<file path="src/rtl/imem_boot_loader_if.sv">
// Byte-stream receive and instruction-memory write signals of the boot loader.
// master = loader side, slave = host link / instruction-memory side.
interface imem_boot_loader_if;
  logic [7:0]  rx_data;
  logic        rx_valid;
  logic        rx_ready;
  logic        imem_we;
  logic [15:0] imem_addr;
  logic [15:0] imem_wdata;

  modport master (
    input  rx_data, rx_valid,
    output rx_ready, imem_we, imem_addr, imem_wdata
  );

  modport slave (
    output rx_data, rx_valid,
    input  rx_ready, imem_we, imem_addr, imem_wdata
  );
endinterface

</file>
<file path="src/rtl/imem_boot_loader.sv">
// Boot loader: receives a length-prefixed, XOR-checksummed byte frame and writes
// big-endian 16-bit words into instruction memory, holding the CPU until a good load.
//
//  state     | meaning
//  S_IDLE    | after reset, waiting for start, CPU held
//  S_LEN_HI  | waiting for length high byte
//  S_LEN_LO  | waiting for length low byte, length bound check
//  S_DATA_HI | waiting for high byte of next word
//  S_DATA_LO | waiting for low byte, issues the memory write
//  S_CHECK   | waiting for checksum byte
//  S_DONE    | good load, CPU released
//  S_ERROR   | aborted load, CPU held
module imem_boot_loader #(
  parameter logic [15:0] BASE_ADDR = 16'h0000,
  parameter int          MAX_WORDS = 256
) (
  input  logic               i_clock,
  input  logic               i_reset,
  input  logic               i_start,
  imem_boot_loader_if.master io_bus,
  output logic               o_cpu_hold,
  output logic               o_done,
  output logic               o_error,
  output logic [15:0]        o_words_loaded
);

  typedef enum logic [2:0] {
    S_IDLE, S_LEN_HI, S_LEN_LO, S_DATA_HI, S_DATA_LO, S_CHECK, S_DONE, S_ERROR
  } state_t;

  localparam logic [16:0] LP_MAX_WORDS = 17'(MAX_WORDS);

  state_t      r_state;
  logic        r_rx_ready;
  logic        r_imem_we;
  logic [15:0] r_imem_addr;
  logic [15:0] r_imem_wdata;
  logic        r_cpu_hold;
  logic        r_done;
  logic        r_error;
  logic [15:0] r_words_loaded;
  logic [15:0] r_words_left;
  logic [7:0]  r_len_hi;
  logic [7:0]  r_hi_byte;
  logic [7:0]  r_chk;

  logic        w_accept;
  logic [15:0] w_len;
  logic        w_len_too_big;
  logic [15:0] w_wr_addr;

  assign w_accept      = io_bus.rx_valid && r_rx_ready;
  assign w_len         = {r_len_hi, io_bus.rx_data};
  assign w_len_too_big = {1'b0, w_len} > LP_MAX_WORDS;
  // 16-bit sum wraps past 0xFFFF by design
  assign w_wr_addr     = BASE_ADDR + (r_words_loaded << 1);

  always_ff @(posedge i_clock) begin
    if (i_reset) begin
      r_state        <= S_IDLE;
      r_rx_ready     <= 1'b0;
      r_imem_we      <= 1'b0;
      r_imem_addr    <= BASE_ADDR;
      r_imem_wdata   <= 16'h0000;
      r_cpu_hold     <= 1'b1;
      r_done         <= 1'b0;
      r_error        <= 1'b0;
      r_words_loaded <= 16'h0000;
      r_words_left   <= 16'h0000;
      r_len_hi       <= 8'h00;
      r_hi_byte      <= 8'h00;
      r_chk          <= 8'h00;
    end else begin
      r_imem_we <= 1'b0;
      case (r_state)
        S_IDLE, S_DONE, S_ERROR: begin
          if (i_start) begin
            r_state        <= S_LEN_HI;
            r_rx_ready     <= 1'b1;
            r_cpu_hold     <= 1'b1;
            r_done         <= 1'b0;
            r_error        <= 1'b0;
            r_words_loaded <= 16'h0000;
            r_chk          <= 8'h00;
          end
        end
        S_LEN_HI: begin
          if (w_accept) begin
            r_len_hi <= io_bus.rx_data;
            r_chk    <= r_chk ^ io_bus.rx_data;
            r_state  <= S_LEN_LO;
          end
        end
        S_LEN_LO: begin
          if (w_accept) begin
            r_chk        <= r_chk ^ io_bus.rx_data;
            r_words_left <= w_len;
            if (w_len_too_big) begin
              r_state    <= S_ERROR;
              r_rx_ready <= 1'b0;
              r_error    <= 1'b1;
            end else if (w_len == 16'h0000) begin
              r_state <= S_CHECK;
            end else begin
              r_state <= S_DATA_HI;
            end
          end
        end
        S_DATA_HI: begin
          if (w_accept) begin
            r_hi_byte <= io_bus.rx_data;
            r_chk     <= r_chk ^ io_bus.rx_data;
            r_state   <= S_DATA_LO;
          end
        end
        S_DATA_LO: begin
          if (w_accept) begin
            r_chk          <= r_chk ^ io_bus.rx_data;
            r_imem_wdata   <= {r_hi_byte, io_bus.rx_data};
            r_imem_addr    <= w_wr_addr;
            r_imem_we      <= 1'b1;
            r_words_loaded <= r_words_loaded + 16'd1;
            r_words_left   <= r_words_left - 16'd1;
            // remaining-word down-counter hits terminal count on the last word
            r_state        <= (r_words_left == 16'd1) ? S_CHECK : S_DATA_HI;
          end
        end
        S_CHECK: begin
          if (w_accept) begin
            r_rx_ready <= 1'b0;
            if (io_bus.rx_data == r_chk) begin
              r_state    <= S_DONE;
              r_done     <= 1'b1;
              r_cpu_hold <= 1'b0;
            end else begin
              r_state <= S_ERROR;
              r_error <= 1'b1;
            end
          end
        end
        default: begin
          r_state    <= S_IDLE;
          r_rx_ready <= 1'b0;
        end
      endcase
    end
  end

  assign io_bus.rx_ready   = r_rx_ready;
  assign io_bus.imem_we    = r_imem_we;
  assign io_bus.imem_addr  = r_imem_addr;
  assign io_bus.imem_wdata = r_imem_wdata;
  assign o_cpu_hold        = r_cpu_hold;
  assign o_done            = r_done;
  assign o_error           = r_error;
  assign o_words_loaded    = r_words_loaded;

endmodule
</file>
<file path="src/flat_wrapper.sv">
// flat-port wrapper written by rule: the top's interface ports become plain ports
module imem_boot_loader_flat 
#(
  parameter logic [15:0] BASE_ADDR = 16'h0000,
  parameter int          MAX_WORDS = 256
)
  (i_clock, i_reset, i_start, o_cpu_hold, o_done, o_error, o_words_loaded, io_bus_rx_data, io_bus_rx_valid, io_bus_rx_ready, io_bus_imem_we, io_bus_imem_addr, io_bus_imem_wdata);
  imem_boot_loader_if io_bus_i ();
  input  logic i_clock;
  input  logic i_reset;
  input  logic i_start;
  output logic o_cpu_hold;
  output logic o_done;
  output logic o_error;
  output logic [15:0] o_words_loaded;
  input wire logic [$bits(io_bus_i.rx_data)-1:0] io_bus_rx_data;
  input wire logic [$bits(io_bus_i.rx_valid)-1:0] io_bus_rx_valid;
  output wire logic [$bits(io_bus_i.rx_ready)-1:0] io_bus_rx_ready;
  output wire logic [$bits(io_bus_i.imem_we)-1:0] io_bus_imem_we;
  output wire logic [$bits(io_bus_i.imem_addr)-1:0] io_bus_imem_addr;
  output wire logic [$bits(io_bus_i.imem_wdata)-1:0] io_bus_imem_wdata;
  assign io_bus_i.rx_data = io_bus_rx_data;
  assign io_bus_i.rx_valid = io_bus_rx_valid;
  assign io_bus_rx_ready = io_bus_i.rx_ready;
  assign io_bus_imem_we = io_bus_i.imem_we;
  assign io_bus_imem_addr = io_bus_i.imem_addr;
  assign io_bus_imem_wdata = io_bus_i.imem_wdata;
  imem_boot_loader #(.BASE_ADDR(BASE_ADDR), .MAX_WORDS(MAX_WORDS)) u_core (.i_clock(i_clock), .i_reset(i_reset), .i_start(i_start), .io_bus(io_bus_i), .o_cpu_hold(o_cpu_hold), .o_done(o_done), .o_error(o_error), .o_words_loaded(o_words_loaded));
endmodule
</file>
<file path="config.mk">
export PLATFORM = sky130hd
export DESIGN_NAME = imem_boot_loader_flat
export DESIGN_NICKNAME = d
export VERILOG_FILES = /design/src/rtl/imem_boot_loader_if.sv /design/src/rtl/imem_boot_loader.sv /design/src/flat_wrapper.sv
export SDC_FILE = /design/constraint.sdc
export NUM_CORES = 1
export LEC_CHECK = 0
export CORE_MARGIN = 1.5
export CORE_UTILIZATION = 48
export CTS_CLUSTER_SIZE = 24
export DETAILED_ROUTE_END_ITERATION = 10
export PLACE_DENSITY = 0.72
export SKIP_LAST_GASP = 1
export SLEW_MARGIN = 20
export SYNTH_ARGS = -nofsm -noshare
export SYNTH_HDL_FRONTEND = slang
export SYNTH_SLANG_ARGS = --single-unit
</file>
<file path="constraint.sdc">
create_clock -name i_clock -period 4.23 [get_ports i_clock]
set_input_delay 1.0575 -clock i_clock [delete_from_list [all_inputs] [get_ports i_clock]]
set_output_delay 1.0575 -clock i_clock [all_outputs]
set_load 0.05 [all_outputs]
</file>
## Yosys cells after proc, flatten, opt, wreduce, memory -nomap -nowiden

Cells that the tools add are included.

| storage, ports and cells | value |
|---|---|
| bits in latches | 0 |
| memory bits (read-only) | 0 |
| memories kept | 0 |
| register bits | 95 |
| bits of input ports | 12 |
| bits in writable memories | 0 |

| operators by class | value |
|---|---|
| shift operators | 0 |
| div/mod/pow operators | 0 |
| multiplexer cells | 38 |
| $mul | 0 |
| bitwise logic cells | 2 |
| reductions and logical operators | 21 |
| $add $sub $neg | 2 |
| eq/ne operators | 19 |
| magnitude comparators | 1 |

Operator list:

| cell | number |
|---|---|
| 16-bit 2-to-1 mux | 4 |
| 16-bit one-hot mux with 2 select lines | 2 |
| 3-bit 2-to-1 mux | 9 |
| 3-bit one-hot mux with 6 select lines | 1 |
| 16-bit by 1-bit adder with 16-bit output, second input constant | 1 |
| 16-bit by 1-bit equality test with 1-bit output, second input constant | 1 |
| 16-bit by 9-bit > comparator with 1-bit output, second input constant | 1 |
| 16-bit zero test | 1 |
| 8-bit 2-to-1 mux | 2 |
| 2-bit by 1-bit != test with 1-bit output, second input constant | 8 |
| 8-bit one-hot mux with 2 select lines | 1 |
| 16-bit by 1-bit subtractor with 16-bit output, second input constant | 1 |
| 1-bit 2-to-1 mux | 15 |
| 3-bit equality test, second input constant | 4 |
| 6-bit AND reduction | 2 |
| 3-bit AND reduction | 3 |
| 8-bit equality test | 1 |
| 2-bit nonzero test | 4 |
| 8-bit bitwise XOR | 1 |
| 3-bit by 2-bit equality test with 1-bit output, second input constant | 2 |
| 1-bit one-hot mux with 3 select lines | 2 |
| 2-bit AND reduction | 3 |
| 5-bit AND reduction | 1 |
| 2-bit != test, second input constant | 2 |
| other kinds (10) | 11 |

## Logic depth before layout (Yosys ltp)

| depth | value |
|---|---|
| depth in word-level cells | 5 |
| mapped depth | 8 |
| gate-level depth less buffers | 7 |

## Worst setup path after synthesis

No wires, ideal clock.

| timing path | value |
|---|---|
| kind | in2reg |
| from | input io_bus_rx_data[7] |
| to | register u_core.r_cpu_hold, in the netlist u_core.o_cpu_hold |
| stages | 6 |
| setup time | 0.126 ns |
| data arrival time | 2.280 ns |
| path slack | 1.824 ns |
| data required time | 4.104 ns |
| cells stage by stage | clkbuf_1 xnor2_1 nand3_1 or4_1 nor3_1 a21oi_1 |

| on the way | value |
|---|---|
| longest elaborated chain between the ends | 3 |

RTL lines:

| element | RTL line | RTL |
|---|---|---|
| from (decl) | flat_wrapper.sv:16 | `input wire logic [$bits(io_bus_i.rx_data)-1:0] io_bus_rx_data;` |
| 8-bit equality test | imem_boot_loader.sv:131 | `if (io_bus.rx_data == r_chk) begin` |
| 2-bit by 1-bit != test with 1-bit output (no line) | -- |  |
| 4-bit AND reduction (no line) | -- |  |
| to (signal assigned) | imem_boot_loader.sv:65 | `r_cpu_hold <= 1'b1;` |
| to (signal assigned) | imem_boot_loader.sv:80 | `r_cpu_hold <= 1'b1;` |
| to (signal assigned) | imem_boot_loader.sv:134 | `r_cpu_hold <= 1'b0;` |
| to (decl) | imem_boot_loader.sv:38 | `logic r_cpu_hold;` |

No other way between the ends.
A chain may end at the register's enable or synchronous reset.

## Worst setup path in the final report

| timing path | value |
|---|---|
| from | register u_core.r_state[2] |
| to | register u_core.r_imem_addr[1], in the netlist u_core.io_bus.imem_addr[1] |

| on the way | value |
|---|---|
| longest elaborated chain between the ends | 2 |

RTL lines:

| element | RTL line | RTL |
|---|---|---|
| from (decl) | imem_boot_loader.sv:33 | `state_t r_state;` |
| from (signal assigned) | imem_boot_loader.sv:125 | `r_state <= (r_words_left == 16'd1) ? S_CHECK : S_DATA_HI;` |
| 3-bit equality test | imem_boot_loader.sv:75 | `case (r_state)` |
| 2-bit AND reduction (no line) | -- |  |
| to (signal assigned) | imem_boot_loader.sv:120 | `r_imem_addr <= w_wr_addr;` |
| to (decl) | imem_boot_loader.sv:36 | `logic [15:0] r_imem_addr;` |

No other way between the ends.

==> summary.md <==
| Metric | Value |
|---|---|
| Number of global-route vias before repair | 3,903 |
| Peak supply drop | 0.000239 V |
| Largest net degree at the start of global routing | 40 |
| 1st-iter DRT viols | 289 |
| Maximum root-to-sink buffer count | 2 |
| Setup TNS | 0 ns |
| Crit path DAT | 3.41 ns |
| Final Routed Wirelength | 11.2 mm |
| First-pass GRT wire length | 18.8 mm |
| Die area | 10,300 um2 |
| Final nets | 600 |
| Avg WL per Cell | 15.5 um |
| Final hold vios | 0 |
| Antenna-violating nets left | 0 |
| H-tree levels | 3 |
| Most common cell after layout, fill and taps aside | nand2_1 |
| Die Span Y | 101 um |
| Final Critical Period | 3.11 ns |
| Syn Std Cell Area | 4640 um2 |
| Most used DFF post-synth | dfxtp_1 |
| Register bit total from synthesis | 95 |
| Number of port buffers | 63 |
| Post-cts sizing count | 0 |
| Vias/cell | 5.68 |
| Clock-pin slew on the worst setup and hold paths | 0.10 ns |
| RSZ-0062 raised after global routing | no |
| Netlist cell types | 69 |
| Worst Hold Class | flop to flop |
| Total setup buffers inserted after CTS | 0 |
| Maximum capacitance violations | 0 |
| Worst path required time | 4.53 ns |
| Core region area | 9280 um2 |
| Antenna violations before repair | 0 |
| Area growth, synth to finish | 17.5% |
| Setup Skew | 0.00878 ns |
| Via count | 4,084 |
| Ant diodes | 0 |
| Worst-skew pair later-pin latency | 0.37 ns |
| Total GRT Usage | 23.0% |
| Drt drc | 0 |
| Starting Density | 49.9% |
| Cell Pwr Density | 304 nW/um2 |
| Fmax | 322 MHz |
| Initial DRT Pass Iterations | 5 |
| Synthesized Nets | 561 |
| Worst Reg-to-Reg Cells | 5 |
| Clock sink count | 95 |
| Syn Inst Count | 546 |
| Sequential share of the synthesized area | 41.0% |
| Setup crit end kind | flop |
| Reg-to-reg slack, setup | 1.12 ns |
| Root buf cell | clkbuf_8 |
| R2R Path End | u_core.io_bus.imem_addr[1]$_SDFFE_PP0P_ |
| Hold bufs inserted after CTS | 0 |
| Share of cells above drive strength 1 | 8.64% |
| Commonest non-fill, non-tap cells in the layout | nand2_1 (102), dfxtp_1 (95), clkdlybuf4s50_1 (62) |
| Static Leakage | 1.74 nW |
| IO Count | 65 |
| Max Transition Viols Final | 0 |
| CTS tree | done |
| Slew headroom | 34.5% |
| Worst Setup SP | u_core.r_state[2]$_SDFFE_PP0P_ |
| Synthesized area per cell | 8.49 um2 |
| Post-DP HPWL | 7.68 mm |
| Status | finished clean |
| Reg2reg start | u_core.r_state[2]$_SDFFE_PP0P_ |
| Final core area utilization | 58.7% |
| GP Congestion | 0.876 |
| Startpoint Class | flop |
| Critical Path End | u_core.io_bus.imem_addr[1]$_SDFFE_PP0P_ |
| Post-synth EDFFs | 0 |
| Asr flop ratio synth | 0% |
| CP max FO | 29 |
| Period utilisation layout | 73.5% |
| Grt total ovfl | 0 |
| Slew at the pin with the worst max-slew slack | 0.983 ns |
| Crit Path Class | flop to flop |
| Synth warnings | 0 |
| Final Setup Violations | 0 |
| Site Rows | 35 |
| Inserted Clock Buffers | 9 |
| Die Wd | 101 um |
layout make-up:
class | count | area (um2)
Tap cell | 129 | 161
Fill cell | 834 | 3840
Clock buffer | 9 | 124
Inverter | 12 | 45.0
Clock inverter | 7 | 60.1
Multi-Input combinational cell | 400 | 2500
Sequential cell | 95 | 1900
Timing Repair Buffer | 67 | 656
cell families (layout without fill, tap and decap cells):
kind of cell               Yosys count  after routing  share of synthesized area, %
AOI/OAI and AO/OA                  139            139                          22.5
adders and majority gates            3              3                         0.810
xor gates and xnor gates            21             21                          3.97
muxes                               19             19                          4.40
buffers and inverters               51             95                          5.15
other                                1              1                        0.0809
DFF                                 95             95                          41.0
and+or+nand+nor                    217            217                          22.1
report_power, final:
part | switching, mW | total (mW) | internal [mW]
registers | 0.0187 | 0.923 | 0.905
clock network | 0.343 | 0.570 | 0.226
logic | 0.105 | 0.162 | 0.0571
sequential cells by signal (all words and copies together) (netlist names), 3 cells and up:
name	count
u_core.r_hi_byte	8
u_core.io_bus.imem_addr	15
u_core.r_words_left	16
u_core.io_bus.imem_wdata	16
u_core.r_state	3
u_core.o_words_loaded	16
u_core.r_len_hi	8
u_core.r_chk	8
metal layers:
metal	wire, um	vias to the layer above	track usage (%)
met3	565	16	3.66
met4	184	0	8.87
met5	0	-	0
met1	5140	1942	31.0
met2	5280	132	37.0
li1	-	1994	-
Yosys cell counts, drive strengths merged, types with 4 or more instances:
cell / count / share of area (%)
a2111oi: 9 / 3.3
clkbuf: 20 / 1.6
xnor2: 20 / 3.8
nand4: 5 / 0.67
inv: 12 / 0.97
o32ai: 10 / 2.9
dfxtp: 95 / 41
nor4: 5 / 0.67
o21ai: 22 / 2.4
mux2i: 18 / 4.2
nand2: 104 / 8.5
buf: 19 / 2.6
a211oi: 7 / 1.3
nand2b: 11 / 1.5
nor2: 49 / 4.0
nor3: 9 / 1.2
a21oi: 52 / 5.6
o21a: 9 / 1.5
or3: 4 / 0.54
nand3: 14 / 1.6
o31ai: 4 / 0.65
metrics by stage:
stage | cell area [um2] | cells | worst slack [ns] | power, mW | hold slack (ns)
2_1_floorplan | 4640 | 546 | 1.82 | 1.06 | 0.432
3_3_place_gp | 5260 | 703 | 1.06 | 1.10 | 0.441
3_5_place_dp | 5260 | 703 | 0.987 | 1.10 | 0.442
4_1_cts | 5450 | 719 | 1.14 | 1.67 | 0.458
5_1_grt | 5450 | 719 | 0.884 | 1.72 | 0.481
6_report | 5450 | 719 | 1.12 | 1.65 | 0.453
critical path, cell delays in order, from the launching register on:
cell and delay [ns]:
dfxtp_1 0.83, or3b_1 0.83, nor2_2 0.75, buf_4 0.37, o21ai_0 0.10, a21oi_1 0.15
worst min-delay path by stage:
stage | from | to | slack (ns) | cells past startpoint
final | u_core.r_hi_byte[7]$_SDFFE_PP0P_ | u_core.io_bus.imem_wdata[15]$_SDFFE_PP0P_ | 0.45 | 2
after global routing | u_core.r_hi_byte[6]$_SDFFE_PP0P_ | u_core.io_bus.imem_wdata[14]$_SDFFE_PP0P_ | 0.48 | 2
after global placement | u_core.io_bus.imem_addr[10]$_SDFFE_PP0P_ | u_core.io_bus.imem_addr[10]$_SDFFE_PP0P_ | 0.44 | 2
after detailed placement | u_core.r_hi_byte[7]$_SDFFE_PP0P_ | u_core.io_bus.imem_wdata[15]$_SDFFE_PP0P_ | 0.44 | 2
after floorplan | u_core.r_hi_byte[2]$_SDFFE_PP0P_ | u_core.io_bus.imem_wdata[10]$_SDFFE_PP0P_ | 0.43 | 2
after CTS | u_core.r_hi_byte[7]$_SDFFE_PP0P_ | u_core.io_bus.imem_wdata[15]$_SDFFE_PP0P_ | 0.46 | 2
No activity file was read; power rests on OpenSTA's default activity.
